<file path="config.mk">
export PLATFORM = sky130hd
export DESIGN_NAME = adder_tree_acc_flat
export DESIGN_NICKNAME = d
export VERILOG_FILES = /design/src/rtl/adder_tree_acc_if.sv /design/src/rtl/adder_tree_acc.sv /design/src/flat_wrapper.sv
export SDC_FILE = /design/constraint.sdc
export NUM_CORES = 1
export LEC_CHECK = 0
export BUFFER_PORTS_ARGS = -buffer_cell sky130_fd_sc_hd__buf_2
export CAP_MARGIN = 30
export CORE_AREA = 8 8 143 145
export DETAILED_ROUTE_END_ITERATION = 16
export DIE_AREA = 0 0 151 153
export GPL_TIMING_DRIVEN = 0
export PLACE_DENSITY = 0.68
export SLEW_MARGIN = 20
export SYNTH_ARGS = -nofsm -noshare
export SYNTH_HDL_FRONTEND = slang
export SYNTH_SLANG_ARGS = --single-unit
</file>
<file path="constraint.sdc">
create_clock -name clk -period 6 [get_ports clk]
set_clock_uncertainty 0.05 [all_clocks]
set_input_delay 1.2 -clock clk [delete_from_list [all_inputs] [get_ports clk]]
set_output_delay 1.2 -clock clk [all_outputs]
set_load 0.05 [all_outputs]
</file>
<file path="src/rtl/adder_tree_acc_if.sv">
// rtl/adder_tree_acc_if.sv - beat/result bundle between PE column outputs and the adder tree accumulator
interface adder_tree_acc_if #(
  parameter int NUM_IN = 3,
  parameter int PSUM_W = 18,
  parameter int OUT_W  = 32
);
  logic [NUM_IN-1:0]        in_valid;
  logic [NUM_IN*PSUM_W-1:0] psum_in;
  logic                     in_first;
  logic                     in_last;
  logic [OUT_W-1:0]         out_sum;
  logic                     out_valid;
  logic                     drop_pulse;
  logic                     busy;
  logic                     sat_flag;

  modport master (
    output in_valid, psum_in, in_first, in_last,
    input  out_sum, out_valid, drop_pulse, busy, sat_flag
  );

  modport slave (
    input  in_valid, psum_in, in_first, in_last,
    output out_sum, out_valid, drop_pulse, busy, sat_flag
  );
endinterface

</file>
<file path="src/rtl/adder_tree_acc.sv">
// rtl/adder_tree_acc.sv - pipelined signed adder tree with group accumulator
// Build option ADDER_TREE_SAT_EN: saturating accumulator with sticky sat_flag (default wraps).
module adder_tree_acc #(
  parameter int NUM_IN = 3,
  parameter int PSUM_W = 18,
  parameter int OUT_W  = 32
) (
  input  logic              clk,
  input  logic              rst_n,
  adder_tree_acc_if.slave   bus
);

  localparam int   L        = (NUM_IN > 1) ? $clog2(NUM_IN) : 0;
  localparam int   NP       = 1 << L;
  localparam int   TW       = PSUM_W + L;
  localparam int   DEPTH    = (L > 0) ? L : 1;
  localparam int   LAST     = DEPTH - 1;
  localparam logic HAS_TREE = (L > 0);
`ifdef ADDER_TREE_SAT_EN
  localparam int   SW       = OUT_W + 1;
`else
  localparam int   SW       = OUT_W;
`endif

  logic                     fire;
  logic [NP*PSUM_W-1:0]     psum_pad;
  logic signed [TW-1:0]     leaf [NP];

  logic signed [TW-1:0]     node_q [DEPTH][NP];
  logic signed [TW-1:0]     node_d [DEPTH][NP];
  logic [DEPTH-1:0]         vld_q, vld_d;
  logic [DEPTH-1:0]         first_q, first_d;
  logic [DEPTH-1:0]         last_q, last_d;

  logic signed [TW-1:0]     st_data;
  logic                     st_vld, st_first, st_last;

  logic signed [OUT_W-1:0]  acc_q, acc_d;
  logic signed [OUT_W-1:0]  acc_new;
  logic signed [SW-1:0]     base_ext, tree_ext, sum_ext;
  logic [OUT_W-1:0]         out_sum_q, out_sum_d;
  logic                     out_valid_q, out_valid_d;
  logic                     drop_q, drop_d;
  logic                     open_q, open_d;
`ifdef ADDER_TREE_SAT_EN
  logic                     sat_q, sat_d;
  logic                     clamped;
`endif

  assign fire     = &bus.in_valid;
  assign psum_pad = (NP*PSUM_W)'(bus.psum_in);

  always_comb begin
    for (int i = 0; i < NP; i++) begin
      leaf[i] = TW'(signed'(psum_pad[i*PSUM_W +: PSUM_W]));
    end
  end

  // Every node is held at the final tree width; each level's true range still fits exactly.
  always_comb begin
    for (int lv = 0; lv < DEPTH; lv++) begin
      for (int n = 0; n < NP; n++) begin
        node_d[lv][n] = '0;
      end
    end
    for (int n = 0; n < NP / 2; n++) begin
      node_d[0][n] = leaf[2*n] + leaf[2*n+1];
    end
    for (int lv = 1; lv < DEPTH; lv++) begin
      for (int n = 0; n < (NP >> (lv + 1)); n++) begin
        node_d[lv][n] = node_q[lv-1][2*n] + node_q[lv-1][2*n+1];
      end
    end
    vld_d[0]   = fire;
    first_d[0] = bus.in_first;
    last_d[0]  = bus.in_last;
    for (int lv = 1; lv < DEPTH; lv++) begin
      vld_d[lv]   = vld_q[lv-1];
      first_d[lv] = first_q[lv-1];
      last_d[lv]  = last_q[lv-1];
    end
  end

  generate
    if (L == 0) begin : g_direct
      assign st_data  = leaf[0];
      assign st_vld   = fire;
      assign st_first = bus.in_first;
      assign st_last  = bus.in_last;
    end else begin : g_tree
      assign st_data  = node_q[LAST][0];
      assign st_vld   = vld_q[LAST];
      assign st_first = first_q[LAST];
      assign st_last  = last_q[LAST];
    end
  endgenerate

  // A first beat starts from zero, so it never clamps; later beats build on the held acc.
  always_comb begin
    base_ext = st_first ? '0 : SW'(acc_q);
    tree_ext = SW'(st_data);
    sum_ext  = base_ext + tree_ext;
`ifdef ADDER_TREE_SAT_EN
    clamped = (sum_ext[OUT_W] != sum_ext[OUT_W-1]);
    if (!clamped) begin
      acc_new = sum_ext[OUT_W-1:0];
    end else if (sum_ext[OUT_W]) begin
      acc_new = {1'b1, {(OUT_W-1){1'b0}}};
    end else begin
      acc_new = {1'b0, {(OUT_W-1){1'b1}}};
    end
`else
    acc_new = sum_ext;
`endif
  end

  always_comb begin
    acc_d       = acc_q;
    open_d      = open_q;
    out_sum_d   = out_sum_q;
    out_valid_d = 1'b0;
    drop_d      = (|bus.in_valid) && !fire;
`ifdef ADDER_TREE_SAT_EN
    sat_d       = sat_q;
`endif
    if (st_vld) begin
      acc_d = acc_new;
      if (st_last) begin
        open_d      = 1'b0;
        out_sum_d   = acc_new;
        out_valid_d = 1'b1;
      end else if (st_first) begin
        open_d = 1'b1;
      end
`ifdef ADDER_TREE_SAT_EN
      sat_d = st_first ? clamped : (sat_q | clamped);
`endif
    end
  end

  always_ff @(posedge clk or negedge rst_n) begin
    if (!rst_n) begin
      for (int lv = 0; lv < DEPTH; lv++) begin
        for (int n = 0; n < NP; n++) begin
          node_q[lv][n] <= '0;
        end
      end
      vld_q       <= '0;
      first_q     <= '0;
      last_q      <= '0;
      acc_q       <= '0;
      open_q      <= 1'b0;
      out_sum_q   <= '0;
      out_valid_q <= 1'b0;
      drop_q      <= 1'b0;
`ifdef ADDER_TREE_SAT_EN
      sat_q       <= 1'b0;
`endif
    end else begin
      node_q      <= node_d;
      vld_q       <= vld_d;
      first_q     <= first_d;
      last_q      <= last_d;
      acc_q       <= acc_d;
      open_q      <= open_d;
      out_sum_q   <= out_sum_d;
      out_valid_q <= out_valid_d;
      drop_q      <= drop_d;
`ifdef ADDER_TREE_SAT_EN
      sat_q       <= sat_d;
`endif
    end
  end

  assign bus.out_sum    = out_sum_q;
  assign bus.out_valid  = out_valid_q;
  assign bus.drop_pulse = drop_q;
  assign bus.busy       = (HAS_TREE & (|vld_q)) | open_q;
`ifdef ADDER_TREE_SAT_EN
  assign bus.sat_flag   = sat_q;
`else
  assign bus.sat_flag   = 1'b0;
`endif

endmodule
</file>
<file path="src/flat_wrapper.sv">
// flat-port wrapper written by rule: the top's interface ports become plain ports
module adder_tree_acc_flat 
#(
  parameter int NUM_IN = 3,
  parameter int PSUM_W = 18,
  parameter int OUT_W  = 32
)
  (clk, rst_n, bus_in_valid, bus_psum_in, bus_in_first, bus_in_last, bus_out_sum, bus_out_valid, bus_drop_pulse, bus_busy, bus_sat_flag);
  adder_tree_acc_if #(.NUM_IN(NUM_IN), .PSUM_W(PSUM_W), .OUT_W(OUT_W)) bus_i ();
  input  logic clk;
  input  logic rst_n;
  input wire logic [$bits(bus_i.in_valid)-1:0] bus_in_valid;
  input wire logic [$bits(bus_i.psum_in)-1:0] bus_psum_in;
  input wire logic [$bits(bus_i.in_first)-1:0] bus_in_first;
  input wire logic [$bits(bus_i.in_last)-1:0] bus_in_last;
  output wire logic [$bits(bus_i.out_sum)-1:0] bus_out_sum;
  output wire logic [$bits(bus_i.out_valid)-1:0] bus_out_valid;
  output wire logic [$bits(bus_i.drop_pulse)-1:0] bus_drop_pulse;
  output wire logic [$bits(bus_i.busy)-1:0] bus_busy;
  output wire logic [$bits(bus_i.sat_flag)-1:0] bus_sat_flag;
  assign bus_i.in_valid = bus_in_valid;
  assign bus_i.psum_in = bus_psum_in;
  assign bus_i.in_first = bus_in_first;
  assign bus_i.in_last = bus_in_last;
  assign bus_out_sum = bus_i.out_sum;
  assign bus_out_valid = bus_i.out_valid;
  assign bus_drop_pulse = bus_i.drop_pulse;
  assign bus_busy = bus_i.busy;
  assign bus_sat_flag = bus_i.sat_flag;
  adder_tree_acc #(.NUM_IN(NUM_IN), .PSUM_W(PSUM_W), .OUT_W(OUT_W)) u_core (.clk(clk), .rst_n(rst_n), .bus(bus_i));
endmodule
</file>
Word-level counts from Yosys, hierarchy flattened
Index checks and enable logic that the tools add are counted.

Shifts and indexed selects: 0. Equal/unequal tests: 0. Divide/modulo/power cells: 0. $mul: 0. Add/sub/neg operators: 3. $lt $le $gt $ge: 0. Bitwise gates (word level): 1. Reductions and logical operators: 8. Muxes and demuxes: 5.

Operators by type and width (count): adder 32 x 20 -> 32 bit (1); 2-to-1 mux 32 bit (1); adder 20 x 18 -> 20 bit (1); adder 18 x 18 -> 19 bit (1); 2-to-1 mux 1 bit (4); AND reduction 2 bit (2); AND reduction 3 bit (1); OR reduction 3 bit (1); nonzero test 2 bit (1); OR reduction 2 bit (1); logical AND 1 bit (1); logical NOT 1 bit (1); OR 1 bit (1).

Bits in read-only memories: 0. Memories: 0. Register bits after elaboration: 131. Output and inout bits: 36. Input bits: 61. Word-level logic and storage cells: 28. Memory bits (writable): 0. Latch bits: 0.

Logic depth before layout (Yosys ltp)
Depth after elaboration: 3. Depth in mapped cells: 12. Mapped depth without buffers: 10.

Worst setup path after synthesis
OpenSTA, ideal clock, no wires.

Kind: register to register. Start: reg u_core.first_q[1]. End: reg u_core.acc_q[28]. Path buffers: 2. Data required time: 5.828 ns. Stages on the path, launching flop included: 13. Setup time: 0.122 ns. Slack: 2.773 ns. Arrival time: 3.056 ns. Clock period less this slack: 3.227 ns. Cells stage by stage: dfrtp_1 clkbuf_1 clkbuf_1 nor2b_1 ha_1 fa_1 a211oi_2 o21bai_1 and4_1 o211ai_2 nand3_2 a2111o_1 a32o_1.

Word-level cells in the longest chain between the ends: 2.

RTL lines: start: declaration (RTL line adder_tree_acc.sv:32) `logic [DEPTH-1:0] first_q, first_d;`; start signal: assignment (RTL line adder_tree_acc.sv:162) `first_q <= first_d;`; 2-to-1 mux 32 bit (RTL line adder_tree_acc.sv:100) `base_ext = st_first ? '0 : SW'(acc_q);`; adder 32 x 20 -> 32 bit (RTL line adder_tree_acc.sv:102) `sum_ext = base_ext + tree_ext;`; end signal: assignment (RTL line adder_tree_acc.sv:151) `acc_q <= '0;`; end signal: assignment (RTL line adder_tree_acc.sv:164) `acc_q <= acc_d;`; end: declaration (RTL line adder_tree_acc.sv:38) `logic signed [OUT_W-1:0] acc_q, acc_d;`.

No other way between the ends. A chain may end at the register's enable or synchronous reset.

Final worst setup path
Same ends and word-level chain as after synthesis.

==> out/qor.csv <==
stage,metric,value,unit
cts,htree_levels,4,
sta,post-route-min-period,3.89,ns
placed_design,pre_cts_slack,2.13,ns
grt,grt.overflow.total,0,
sta,setup_violations,0,
floorplan,initial_utilization,44.2,%
logic_synthesis,yosys-top-cells-count,"dfrtp_1 (130), nand2_1 (69), ha_1 (68)",
logic_synthesis,yosysTopAreaCell,dfrtp_1,
power,peakVddDrop,0.282,mV
logic_synthesis,synth-edff-count,0,
floorplan,rows,50,
routing,wl,18.1,mm
min_path,hold_class,flop to flop,
worst_setup_path,slowest_delay,0.47,ns
logic_synthesis,yosys_warnings,0,
floorplan,die_x,151,um
sta,setup_slack,2.11,ns
logic_synthesis,synth_top_area_share,40.3,%
sta,hold_ws,0.299,ns
finish,diodes,0,
grt,grt_pass1_vias,6553,
grt,antenna_found_initial,0,
logic_synthesis,synthesis.area,8080,um^2
min_path,min-delay-start,u_core.first_q[0]$_DFF_PN0_,
power,swShare,43.6,%
sta,hold_viol,0,
finish,nFillCells,1694,
routing,route.detailed.drc,0,
placed_design,place_hpwl,13.8,mm
cts,cts_root_buf,clkbuf_16,
floorplan,ios,97,
worst_setup_path,r2r_slack,2.11,ns
routing,wl_per_cell,15.3,um
power,power,4.85,mW
logic_synthesis,synth_nets,951,
worst_setup_path,crit_path_frequent_cell,clkbuf_1,
worst_setup_path,slowest_stage,clkbuf_1,
worst_setup_path,worstSetupPathType,flop to flop,
worst_setup_path,cp.buffers_inverters,2,
sta,fmaxAchievable,257,MHz
routing,vias,6380,
cts,holdBufCountCts,0,
power,power_density,512,nW/um^2
floorplan,die_h,153,um
worst_setup_path,startpoint_type,flop,
sta,rsz0062_at_grt,no,
worst_setup_path,crit_family,compound AO/OA/AOI/OAI gates,
grt,grt_first_pass_wirelength,30.6,mm
power,seqPwrFrac,27.6,%
worst_setup_path,worstPathCellList,clkbuf_1 > clkbuf_1 > nor2b_1 > ha_1 > fa_1 > a211oi_2 > o21bai_1 > and4_1 > o211ai_2 > nand3_2 > a2111o_1 > a32o_1,
min_path,hold_path_end,u_core.first_q[1]$_DFF_PN0_,
worst_setup_path,cp.required,6.25,ns
power,p_switching,2.11,mW
grt,grtUsageTotal,16.4,%
cts,cts.sinks,130,
cts,cts.reportedPaths.clkPinSlew,0.06,ns
cts,cts_buffer_depth,2,
logic_synthesis,synthCells,819,
job,drv_cap,0,
floorplan,coreArea,18300,um^2
placed_design,io_buffers,95,
sta,finalSetupTns,0,ns
power,intPower,2.73,mW
cts,cts_setup_buffers,0,
sta,tightest_slew,0.731,ns
logic_synthesis,ys_ff_latch,130,
min_path,hold_depth,0,
worst_setup_path,critPathCaptureType,flop,
worst_setup_path,path_max_fanout,10,
worst_setup_path,r2r_end,u_core.acc_q[28]$_DFFE_PN0P_,
power,comb_power_share,51.2,%
sta,fin_crit_sh,64.8,%
logic_synthesis,synth.area.top_cells,"dfrtp_1 (40%), ha_1 (11%), mux2_2 (4.2%)",
logic_synthesis,async_reset_ff_share,100,%
worst_setup_path,rr_worst_depth,12,
worst_setup_path,crit-reg2reg-launch,u_core.first_q[1]$_DFF_PN0_,
routing,vias_per_cell,5.40,
finish,syn_to_final_growth,17.3,%
cts,cts_resized,0,
logic_synthesis,synth_cell_types,74,
logic_synthesis,synth_most_common_cell,dfrtp_1,
routing,drtIter0Drc,294,
cts,cts_tree,built,
sta,drv_slew,0,
sta,max_slew_margin,50.7,%
routing,firstDrtPassIters,4,
cts,insertion_delay,0.42,ns
logic_synthesis,avgSynthCellArea,9.86,um^2
finish,final_nets,1066,
worst_setup_path,crit_path_start,u_core.first_q[1]$_DFF_PN0_,
cts,cts_made_buffers,17,
logic_synthesis,synthFlopType,dfrtp_1,
floorplan,dieArea,23100,um^2
worst_setup_path,cp.arrival,4.14,ns
grt,grt_max_degree,84,
power,leakagePower,4.41,nW
power,power_frac_clock,21.2,%
routing,detail-route-antenna-nets,0,
placed_design,finalWeightedCongestion,0.885,
outcome,status,completed,
logic_synthesis,ys_seq_area_share,40.3,%
finish,drive_gt1_share,20.3,%
metal layers:
metal  track usage (%)  part of all wire, %  vias up
li1                  -                    -     3223
met1              20.2                   46     2985
met2              27.3                   48      145
met3              3.60                  4.4       27
met4              6.69                  2.0        0
met5                 0                    0        -
worst register-to-register path, delay by kind of cell, from the launching register on:
kind,cells,cell delay [ns]
and+or+nand+nor,3,0.48
AOI/OAI and AO/OA,5,1.38
buffers and inverters,2,0.86
adders and majority gates,2,0.69
DFF,1,0.32
worst max-delay path by stage:
stage,cells after the start,slack [ns],to
2_1_floorplan,12,2.77,u_core.acc_q[28]$_DFFE_PN0P_
3_3_place_gp,1,1.95,u_core.node_q[137]$_DFF_PN0_
3_5_place_dp,12,2.13,u_core.acc_q[28]$_DFFE_PN0P_
4_1_cts,12,2.08,u_core.acc_q[28]$_DFFE_PN0P_
5_1_grt,12,1.84,u_core.acc_q[28]$_DFFE_PN0P_
6_report,12,2.11,u_core.acc_q[28]$_DFFE_PN0P_
logic make-up (layout without fill, tap and decap cells):
family	count (synthesis)	count (layout)	synth area share, %
multiplexers	35	35	4.80
XOR/XNOR	48	48	5.21
other	1	1	0.0464
adder cells (fa/ha/maj)	71	71	11.3
AO/OA/AOI/OAI	221	221	19.2
AND/OR/NAND/NOR	260	260	16.4
buffers and inverters	53	181	2.77
flip-flops	130	130	40.3
power by group through the flow:
| stage | Clock, mW | Combinational, mW | Sequential, mW |
|---|---|---|---|
| global placement | 0 | 2.44 | 1.35 |
| detailed placement | 0 | 2.47 | 1.35 |
| CTS | 1.05 | 2.49 | 1.34 |
| floorplan | 0 | 1.57 | 1.68 |
| global route | 1.09 | 2.72 | 1.38 |
| finish | 1.03 | 2.48 | 1.34 |
layout make-up:
| class | instances | area, um^2 | area share (%) |
|---|---|---|---|
| Clock inverter | 14 | 153 | 1.61 |
| Multi-Input combinational cell | 636 | 4600 | 48.5 |
| Sequential cell | 130 | 3250 | 34.3 |
| Clock buffer | 18 | 439 | 4.64 |
| Inverter | 22 | 82.6 | 0.872 |
| Buffer | 31 | 141 | 1.49 |
| Timing Repair Buffer | 96 | 513 | 5.41 |
| Tap cell | 234 | 293 | 3.09 |
cells in the final DEF, fill, tap and decap left out, types with 6 or more instances in the layout:
cell type and count:
mux2_2 30, xnor2_1 37, a31oi_1 15, o21ai_0 29, dfrtp_1 130, xor2_1 11
buf_2 101, a21oi_1 53, nor2b_1 38, and2_1 6, inv_1 21, nand2_1 69
clkbuf_16 17, o21a_1 7, a21o_1 26, a211oi_1 8, nand3_1 24, nor3_1 17
nand2b_1 6, nor2_1 53, and4_1 6, o211ai_1 9, ha_1 68, o21bai_1 9
a22oi_1 7, nand4_1 10, clkbuf_1 15, and3_1 8
stage by stage:
stage | util (%) | instance area [um^2] | instances
2_1_floorplan | - | 8080 | 819
3_3_place_gp | 48.4 | 8840 | 1148
3_5_place_dp | 48.6 | 8880 | 1149
4_1_cts | 51.9 | 9470 | 1181
5_1_grt | 51.9 | 9470 | 1181
6_report | 51.9 | 9470 | 1181
sequential cells by signal, indices dropped and copies added, names as in the netlist:
| signal | flops |
|---|---|
| u_core.open_q | 1 |
| u_core.first_q | 2 |
| u_core.node_q | 37 |
| u_core.bus.out_valid | 1 |
| u_core.bus.out_sum | 32 |
| u_core.vld_q | 2 |
| u_core.st_data | 20 |
| u_core.acc_q | 32 |
| u_core.last_q | 2 |
| u_core.bus.drop_pulse | 1 |
No activity file was read; power rests on OpenSTA's default activity.
